===== config.mk =====
export PLATFORM = sky130hd
export DESIGN_NAME = dircc_node_inbox_writer
export DESIGN_NICKNAME = d
export VERILOG_FILES = /design/src/rtl/dircc_node_inbox_writer.sv
export SDC_FILE = /design/constraint.sdc
export NUM_CORES = 1
export LEC_CHECK = 0
export ABC_AREA = 1
export BUFFER_PORTS_ARGS = -buffer_cell sky130_fd_sc_hd__buf_2
export CORE_MARGIN = 1
export CORE_UTILIZATION = 50
export DETAILED_ROUTE_END_ITERATION = 8
export GPL_ROUTABILITY_DRIVEN = 1
export MAX_ROUTING_LAYER = met4
export PLACE_DENSITY = 0.8
export SLEW_MARGIN = 30
export SYNTH_ARGS = -nofsm -noshare
export SYNTH_HDL_FRONTEND = slang
export SYNTH_SLANG_ARGS = --single-unit

===== constraint.sdc =====
create_clock -name clk -period 2.1 [get_ports clk]
set_clock_uncertainty 0.1 [all_clocks]
set_input_delay 0.21 -clock clk [delete_from_list [all_inputs] [get_ports clk]]
set_output_delay 0.21 -clock clk [all_outputs]
set_load 0.02 [all_outputs]

===== src/rtl/dircc_node_inbox_writer.sv =====
// Inbox writer: packs network flits into a ring of fixed-size slots in processing memory port 2
// and commits a {TRUNC, ERR, len} header per packet. DIRCC_INBOX_DROP_CNT_EN enables drop_count.
module dircc_node_inbox_writer #(
  parameter int                ADDR_W     = 15,
  parameter logic [ADDR_W-1:0] BASE_ADDR  = 15'h4000,
  parameter int                SLOT_LOG2  = 6,
  parameter int                NSLOT_LOG2 = 3
) (
  input  logic                  clk,
  input  logic                  reset_n,
  input  logic [15:0]           in_data,
  input  logic                  in_valid,
  input  logic                  in_sop,
  input  logic                  in_eop,
  output logic                  in_ready,
  output logic [ADDR_W-1:0]     address2,
  output logic [15:0]           writedata2,
  output logic [1:0]            byteenable2,
  output logic                  chipselect2,
  output logic                  write2,
  output logic                  clken2,
  // "release" is a reserved word, hence the suffix on the Nios consume pulse
  input  logic                  release_i,
  output logic [NSLOT_LOG2-1:0] rd_slot,
  output logic [NSLOT_LOG2:0]   slot_count,
  output logic                  irq,
  output logic [15:0]           drop_count
);

  typedef enum logic [1:0] {S_IDLE, S_RECV, S_HDR} state_t;

  state_t                  state_q, state_d;
  logic                    in_ready_q, in_ready_d;
  logic                    write2_q, write2_d;
  logic [ADDR_W-1:0]       address2_q, address2_d;
  logic [15:0]             writedata2_q, writedata2_d;
  logic [NSLOT_LOG2-1:0]   rd_slot_q, rd_slot_d;
  logic [NSLOT_LOG2-1:0]   wr_slot_q, wr_slot_d;
  logic [NSLOT_LOG2:0]     slot_count_q, slot_count_d;
  logic                    irq_q, irq_d;
  logic [SLOT_LOG2-1:0]    len_q, len_d;
  logic                    trunc_q, trunc_d;
  logic                    err_q, err_d;
  logic                    accept;
  logic                    commit;
  logic                    release_ok;

  function automatic logic [ADDR_W-1:0] slot_addr(input logic [NSLOT_LOG2-1:0] s,
                                                  input logic [SLOT_LOG2-1:0]  w);
    return BASE_ADDR + ADDR_W'({s, w});
  endfunction

  assign accept     = in_valid & in_ready_q;
  assign release_ok = release_i && (slot_count_q != '0);

  always_comb begin
    state_d      = state_q;
    write2_d     = 1'b0;
    address2_d   = address2_q;
    writedata2_d = writedata2_q;
    wr_slot_d    = wr_slot_q;
    rd_slot_d    = rd_slot_q;
    len_d        = len_q;
    trunc_d      = trunc_q;
    err_d        = err_q;
    commit       = 1'b0;

    case (state_q)
      S_IDLE: begin
        if (accept && in_sop) begin
          write2_d     = 1'b1;
          address2_d   = slot_addr(wr_slot_q, SLOT_LOG2'(1));
          writedata2_d = in_data;
          len_d        = SLOT_LOG2'(1);
          state_d      = in_eop ? S_HDR : S_RECV;
        end
      end
      S_RECV: begin
        if (accept) begin
          if (in_sop) err_d = 1'b1;
          // len all-ones means the slot payload area is already full
          if (!(&len_q)) begin
            write2_d     = 1'b1;
            address2_d   = slot_addr(wr_slot_q, len_q + 1'b1);
            writedata2_d = in_data;
            len_d        = len_q + 1'b1;
          end else begin
            trunc_d = 1'b1;
          end
          if (in_eop) state_d = S_HDR;
        end
      end
      S_HDR: begin
        write2_d     = 1'b1;
        address2_d   = slot_addr(wr_slot_q, '0);
        writedata2_d = {trunc_q, err_q, 4'b0, 10'(len_q)};
        wr_slot_d    = wr_slot_q + 1'b1;
        commit       = 1'b1;
        len_d        = '0;
        trunc_d      = 1'b0;
        err_d        = 1'b0;
        state_d      = S_IDLE;
      end
      default: state_d = S_IDLE;
    endcase

    if (release_ok) rd_slot_d = rd_slot_q + 1'b1;

    slot_count_d = slot_count_q;
    if (commit && !release_ok)      slot_count_d = slot_count_q + 1'b1;
    else if (!commit && release_ok) slot_count_d = slot_count_q - 1'b1;

    irq_d = (slot_count_d != '0);
    // MSB of the count is set only when every slot is occupied
    in_ready_d = (state_d == S_IDLE) ? ~slot_count_d[NSLOT_LOG2] : (state_d == S_RECV);
  end

  always_ff @(posedge clk) begin
    if (!reset_n) begin
      state_q      <= S_IDLE;
      in_ready_q   <= 1'b0;
      write2_q     <= 1'b0;
      address2_q   <= '0;
      writedata2_q <= '0;
      rd_slot_q    <= '0;
      wr_slot_q    <= '0;
      slot_count_q <= '0;
      irq_q        <= 1'b0;
      len_q        <= '0;
      trunc_q      <= 1'b0;
      err_q        <= 1'b0;
    end else begin
      state_q      <= state_d;
      in_ready_q   <= in_ready_d;
      write2_q     <= write2_d;
      address2_q   <= address2_d;
      writedata2_q <= writedata2_d;
      rd_slot_q    <= rd_slot_d;
      wr_slot_q    <= wr_slot_d;
      slot_count_q <= slot_count_d;
      irq_q        <= irq_d;
      len_q        <= len_d;
      trunc_q      <= trunc_d;
      err_q        <= err_d;
    end
  end

`ifdef DIRCC_INBOX_DROP_CNT_EN
  logic [15:0] drop_count_q, drop_count_d;
  logic        drop_inc;

  // stray non-sop flit in IDLE, or a truncated packet being committed
  assign drop_inc = ((state_q == S_IDLE) && accept && !in_sop) || ((state_q == S_HDR) && trunc_q);

  always_comb begin
    drop_count_d = drop_count_q;
    if (drop_inc && (drop_count_q != 16'hFFFF)) drop_count_d = drop_count_q + 16'd1;
  end

  always_ff @(posedge clk) begin
    if (!reset_n) drop_count_q <= '0;
    else          drop_count_q <= drop_count_d;
  end

  assign drop_count = drop_count_q;
`else
  assign drop_count = 16'h0;
`endif

  assign in_ready    = in_ready_q;
  assign address2    = address2_q;
  assign writedata2  = writedata2_q;
  assign write2      = write2_q;
  assign chipselect2 = write2_q;
  assign byteenable2 = 2'b11;
  assign clken2      = 1'b1;
  assign rd_slot     = rd_slot_q;
  assign slot_count  = slot_count_q;
  assign irq         = irq_q;

endmodule

* After elaboration in Yosys (flattened, before gate mapping)
Cells that the tools add are included.
Storage, ports and cells: register bits after elaboration 54, input bits 22, output and inout bits 61
Cells by class: add/sub/neg operators 8, equal/unequal tests 8, mux-type cells 31, bitwise gates (word level) 2, reductions and logical operators 16
Operators with widths (count):
- 16-bit 2-to-1 mux | 3
- 16-bit one-hot mux with 3 select lines | 1
- 15-bit by 9-bit adder with 15-bit output (first input constant) | 3
- 15-bit 2-to-1 mux | 3
- 15-bit one-hot mux with 3 select lines | 1
- 6-bit 2-to-1 mux | 3
- 6-bit one-hot mux with 3 select lines | 1
- 2-bit != test (second input constant) | 5
- 1-bit 2-to-1 mux | 9
- 2-bit 2-to-1 mux | 4
- 4-bit 2-to-1 mux | 2
- 4-bit nonzero test | 2
- 3-bit by 1-bit adder with 3-bit output (second input constant) | 2
- 6-bit by 1-bit adder with 6-bit output (second input constant) | 1
- 3-bit AND reduction | 2
- 6-bit AND reduction | 1
- 4-bit by 1-bit adder with 4-bit output (second input constant) | 1
- 2-bit by 1-bit equality test with 1-bit output (second input constant) | 2
- 1-bit logical AND | 4
- 2-bit logical NOT | 2
- 1-bit one-hot mux with 2 select lines | 2
- 2-bit one-hot mux with 2 select lines | 1
- 4-bit AND reduction | 1
- 4-bit by 1-bit subtractor with 4-bit output (second input constant) | 1
- other kinds (7) | 8

* Logic depth before layout (Yosys ltp)
word-level depth 8, mapped depth 12, gate-level depth less buffers 12

* Worst setup path after synthesis
OpenSTA, ideal clock, no wires.
path kind reg2reg, from reg len_q[0], to reg writedata2_q[10], in the netlist writedata2[10], setup time 0.069 ns, data arrival time 1.626 ns, required time 1.931 ns, path slack 0.305 ns, stages on the path, launching flop included 12, cell sequence dfxtp_1 -> ha_1 -> nand2_1 -> nor2_2 -> nand2_2 -> nor2_4 -> nand2_1 -> nand2b_1 -> buf_6 -> buf_12 -> nand2_2 -> a21oi_2
On the way: word-level cells in the longest chain between the ends 3
RTL lines:
- start: declaration | line 41 | logic [SLOT_LOG2-1:0] len_q, len_d;
- start signal: assignment | line 142 | len_q <= len_d;
- 6-bit AND reduction | line 82 | if (!(&len_q)) begin
- 2-bit != test (no source line)
- 4-bit AND reduction (no source line)
- end signal: assignment | line 137 | writedata2_q <= writedata2_d;
- end: declaration | line 36 | logic [15:0] writedata2_q, writedata2_d;
No other way between the ends. A chain may end at the register's enable or synchronous reset.

* Final worst setup path
from reg len_q[1], to reg len_q[1]
On the way: word-level cells in the longest chain between the ends 4, elaborated cells on any way between the ends 7
RTL lines:
- 6-bit by 1-bit adder with 6-bit output | line 86 | len_d = len_q + 1'b1;
- 6-bit 2-to-1 mux | line 82
- 6-bit 2-to-1 mux | line 79 | if (accept) begin
- 6-bit one-hot mux with 3 select lines | line 68 | case (state_q)
Parallel ways exist; a longest one is shown, timed or not. The select of a mux whose other input is x is not followed.

==> impl_metrics.env <==
export IMPL_initial_core_util=0.526
export IMPL_crit_fanout=12
export IMPL_crit_arrival_ns=1.91
export IMPL_p_leak_nw=1.41
export IMPL_via_per_inst=4.79
export IMPL_rsz0062_at_grt="no"
export IMPL_final_antenna_net_count=0
export IMPL_num_vias=2095
export IMPL_slew_headroom=0.598
export IMPL_holdWs_ns=0.0720
export IMPL_cp_end_kind="flop"
export IMPL_synth_edf_count=0
export IMPL_yosysTopAreaCell="dfxtp_1"
export IMPL_power_total_mw=3.14
export IMPL_dieHeight_um=70.2
export IMPL_rows=24
export IMPL_grt_pass1_wl_um=7980
export IMPL_grt_pass1_vias=1846
export IMPL_async_reset_ff_frac=0
export IMPL_rrSetupSlack_ns=0.28
export IMPL_nets=415
export IMPL_crit_type="flop to flop"
export IMPL_yosys_warnings=0
export IMPL_routed_wl_um=4710
export IMPL_final_hold_viol_count=0
export IMPL_firstDrtPassIters=4
export IMPL_grt_overflow_total=0
export IMPL_status="finished clean"
export IMPL_fp_dieArea_mm2=0.00492
export IMPL_grt_max_degree=27
export IMPL_tightestPinTransition_ns=0.603
export IMPL_synth_top_area_share=0.370
export IMPL_io_pins=83
export IMPL_globalplace_congestion=0.935
export IMPL_clk_pin_slew_worst_paths_ns=0.08
export IMPL_drcViolationCount=0
export IMPL_synthFlopType="dfxtp_1"
export IMPL_drv_cap=0
export IMPL_root_buffer="clkbuf_8"
export IMPL_core_area_mm2=0.00441
export IMPL_synth_seq_cells=43
export IMPL_crit_required_ns=2.19
export IMPL_synth_area_mm2=0.00232
export IMPL_clock_latency_ns=0.30
export IMPL_drt_iter0_drc=110
export IMPL_cts_max_level=2
export IMPL_tns_ns=0
export IMPL_max_clock_freq_ghz=0.549
export IMPL_start_kind="flop"
export IMPL_hold_class="input port to flop"
export IMPL_layout_drive_gt1_share=0.247
export IMPL_grt_total_usage=0.205
export IMPL_ys_seq_area_frac=0.370
export IMPL_synth_area_leaders="dfxtp_1 37%, nand2_1 12%, buf_4 8.7%"
export IMPL_ctsLongestPathBuffers=2
export IMPL_n_antenna_cell=0
export IMPL_synth_most_common_cell="nand2_1"
export IMPL_finalCriticalPeriod_ns=1.82
export IMPL_clock_sinks=43
export IMPL_power_density_mw_per_mm2=1180
export IMPL_slew_violations=0
export IMPL_setup_violations=0
export IMPL_postCtsSetupRepairBufs=0
export IMPL_synth_common_cells="74 x nand2_1, 47 x nor2_1, 43 x dfxtp_1"
export IMPL_post_drt_wl_per_cell_um=10.8
export IMPL_nFillCells=408
export IMPL_port_buffers=58
export IMPL_synth_distinct_cells=31
export IMPL_avgSynthCellArea_um2=7.13
export IMPL_ir_drop_mv=0.658
export IMPL_cts_tree="built"
export IMPL_finalCritPeriodShare=0.867
export IMPL_cts_buffers=5
export IMPL_area_delta_synth_final_pct=14.8
export IMPL_hpwl_um=3450
export IMPL_syn_inst=326
export IMPL_die_w_um=70.2
export IMPL_grt_antenna_before_repair=0
==> final timing paths <==
kind                            depth (start not counted)        from       endpoint
worst min-delay path                                    3  in_data[7]  writedata2[7]
worst min register to register                          2  rd_slot[2]     rd_slot[2]
worst max-delay path                                   11    len_q[1]       len_q[1]
worst max register to register                         11    len_q[1]       len_q[1]
==> cell families after synthesis <==
group / Yosys count / synth area share
buffers and inverters: 63 / 0.162
xor gates and xnor gates: 2 / 0.00754
adders and majority gates: 9 / 0.0485
AOI/OAI and AO/OA: 51 / 0.126
DFF: 43 / 0.370
other: 2 / 0.00323
and+or+nand+nor: 156 / 0.282
==> per-layer routing <==
layer | GRT usage | wire length (µm)
met4 | 0.0600 | 35
met2 | 0.324 | 2150
met1 | 0.263 | 2320
met5 | - | 0
met3 | 0.0433 | 197
==> flip-flops by register name, indices dropped and copies added, names as in the netlist <==
| name | cells |
|---|---|
| trunc_q | 1 |
| slot_count | 4 |
| address2 | 5 |
| state_q | 2 |
| err_q | 1 |
| irq | 1 |
| chipselect2 | 1 |
| rd_slot | 3 |
| wr_slot_q | 3 |
| in_ready | 1 |
| writedata2 | 16 |
| len_q | 5 |
==> report_power, final <==
group	leakage, nW	internal [mW]	switching, mW
Sequential	0.351	1.01	0.133
Combinational	0.999	0.457	0.881
Clock	0.0612	0.385	0.281
Total	1.41	1.85	1.30
==> worst max-delay path, stage by stage (launching register included) <==
cell and delay [ns]:
dfxtp_1 0.40, ha_1 0.19, nand2_1 0.08, nor2_2 0.12
nand2_2 0.08, nor2_4 0.14, nand2_1 0.08, nand2b_2 0.14
buf_4 0.20, nand2_1 0.06, o21ai_0 0.07, nor2_1 0.05
==> cell usage in the layout, fill, tap and decap left out, types with 2 or more instances in the layout <==
cell / instances
dfxtp_1: 43
o21ai_1: 2
o21ai_0: 23
a21oi_2: 5
nand3_1: 21
clkbuf_8: 6
nor2_1: 47
inv_1: 23
ha_1: 9
nor2_2: 2
buf_2: 58
nand2_2: 6
nand2_1: 74
conb_1: 24
buf_4: 9
inv_2: 2
a21oi_1: 17
==> repair_timing <==
item,CTS,global route
resized for setup,0,1
endpoints found under the setup margin,0,1
hold buffers,0,0
==> cell type report <==
cell class / instances / area (µm²) / share of cell area
Clock inverter: 2 / 35.0 / 0.0131
Sequential cell: 43 / 861 / 0.323
Tap cell: 52 / 65.1 / 0.0244
Clock buffer: 6 / 82.6 / 0.0310
Timing Repair Buffer: 67 / 358 / 0.134
Multi-Input combinational cell: 242 / 1170 / 0.439
Inverter: 25 / 93.8 / 0.0352
==> metrics by stage <==
step | area [µm²] | worst slack [ns] | utilization | cells
2_1_floorplan | 2410 | 0.305 | - | 348
3_3_place_gp | 2550 | 0.293 | 0.577 | 429
3_5_place_dp | 2550 | 0.213 | 0.577 | 429
4_1_cts | 2660 | 0.200 | 0.603 | 437
5_1_grt | 2670 | 0.0750 | 0.604 | 437
6_report | 2670 | 0.280 | 0.604 | 437
No activity file was read; power rests on OpenSTA's default activity.
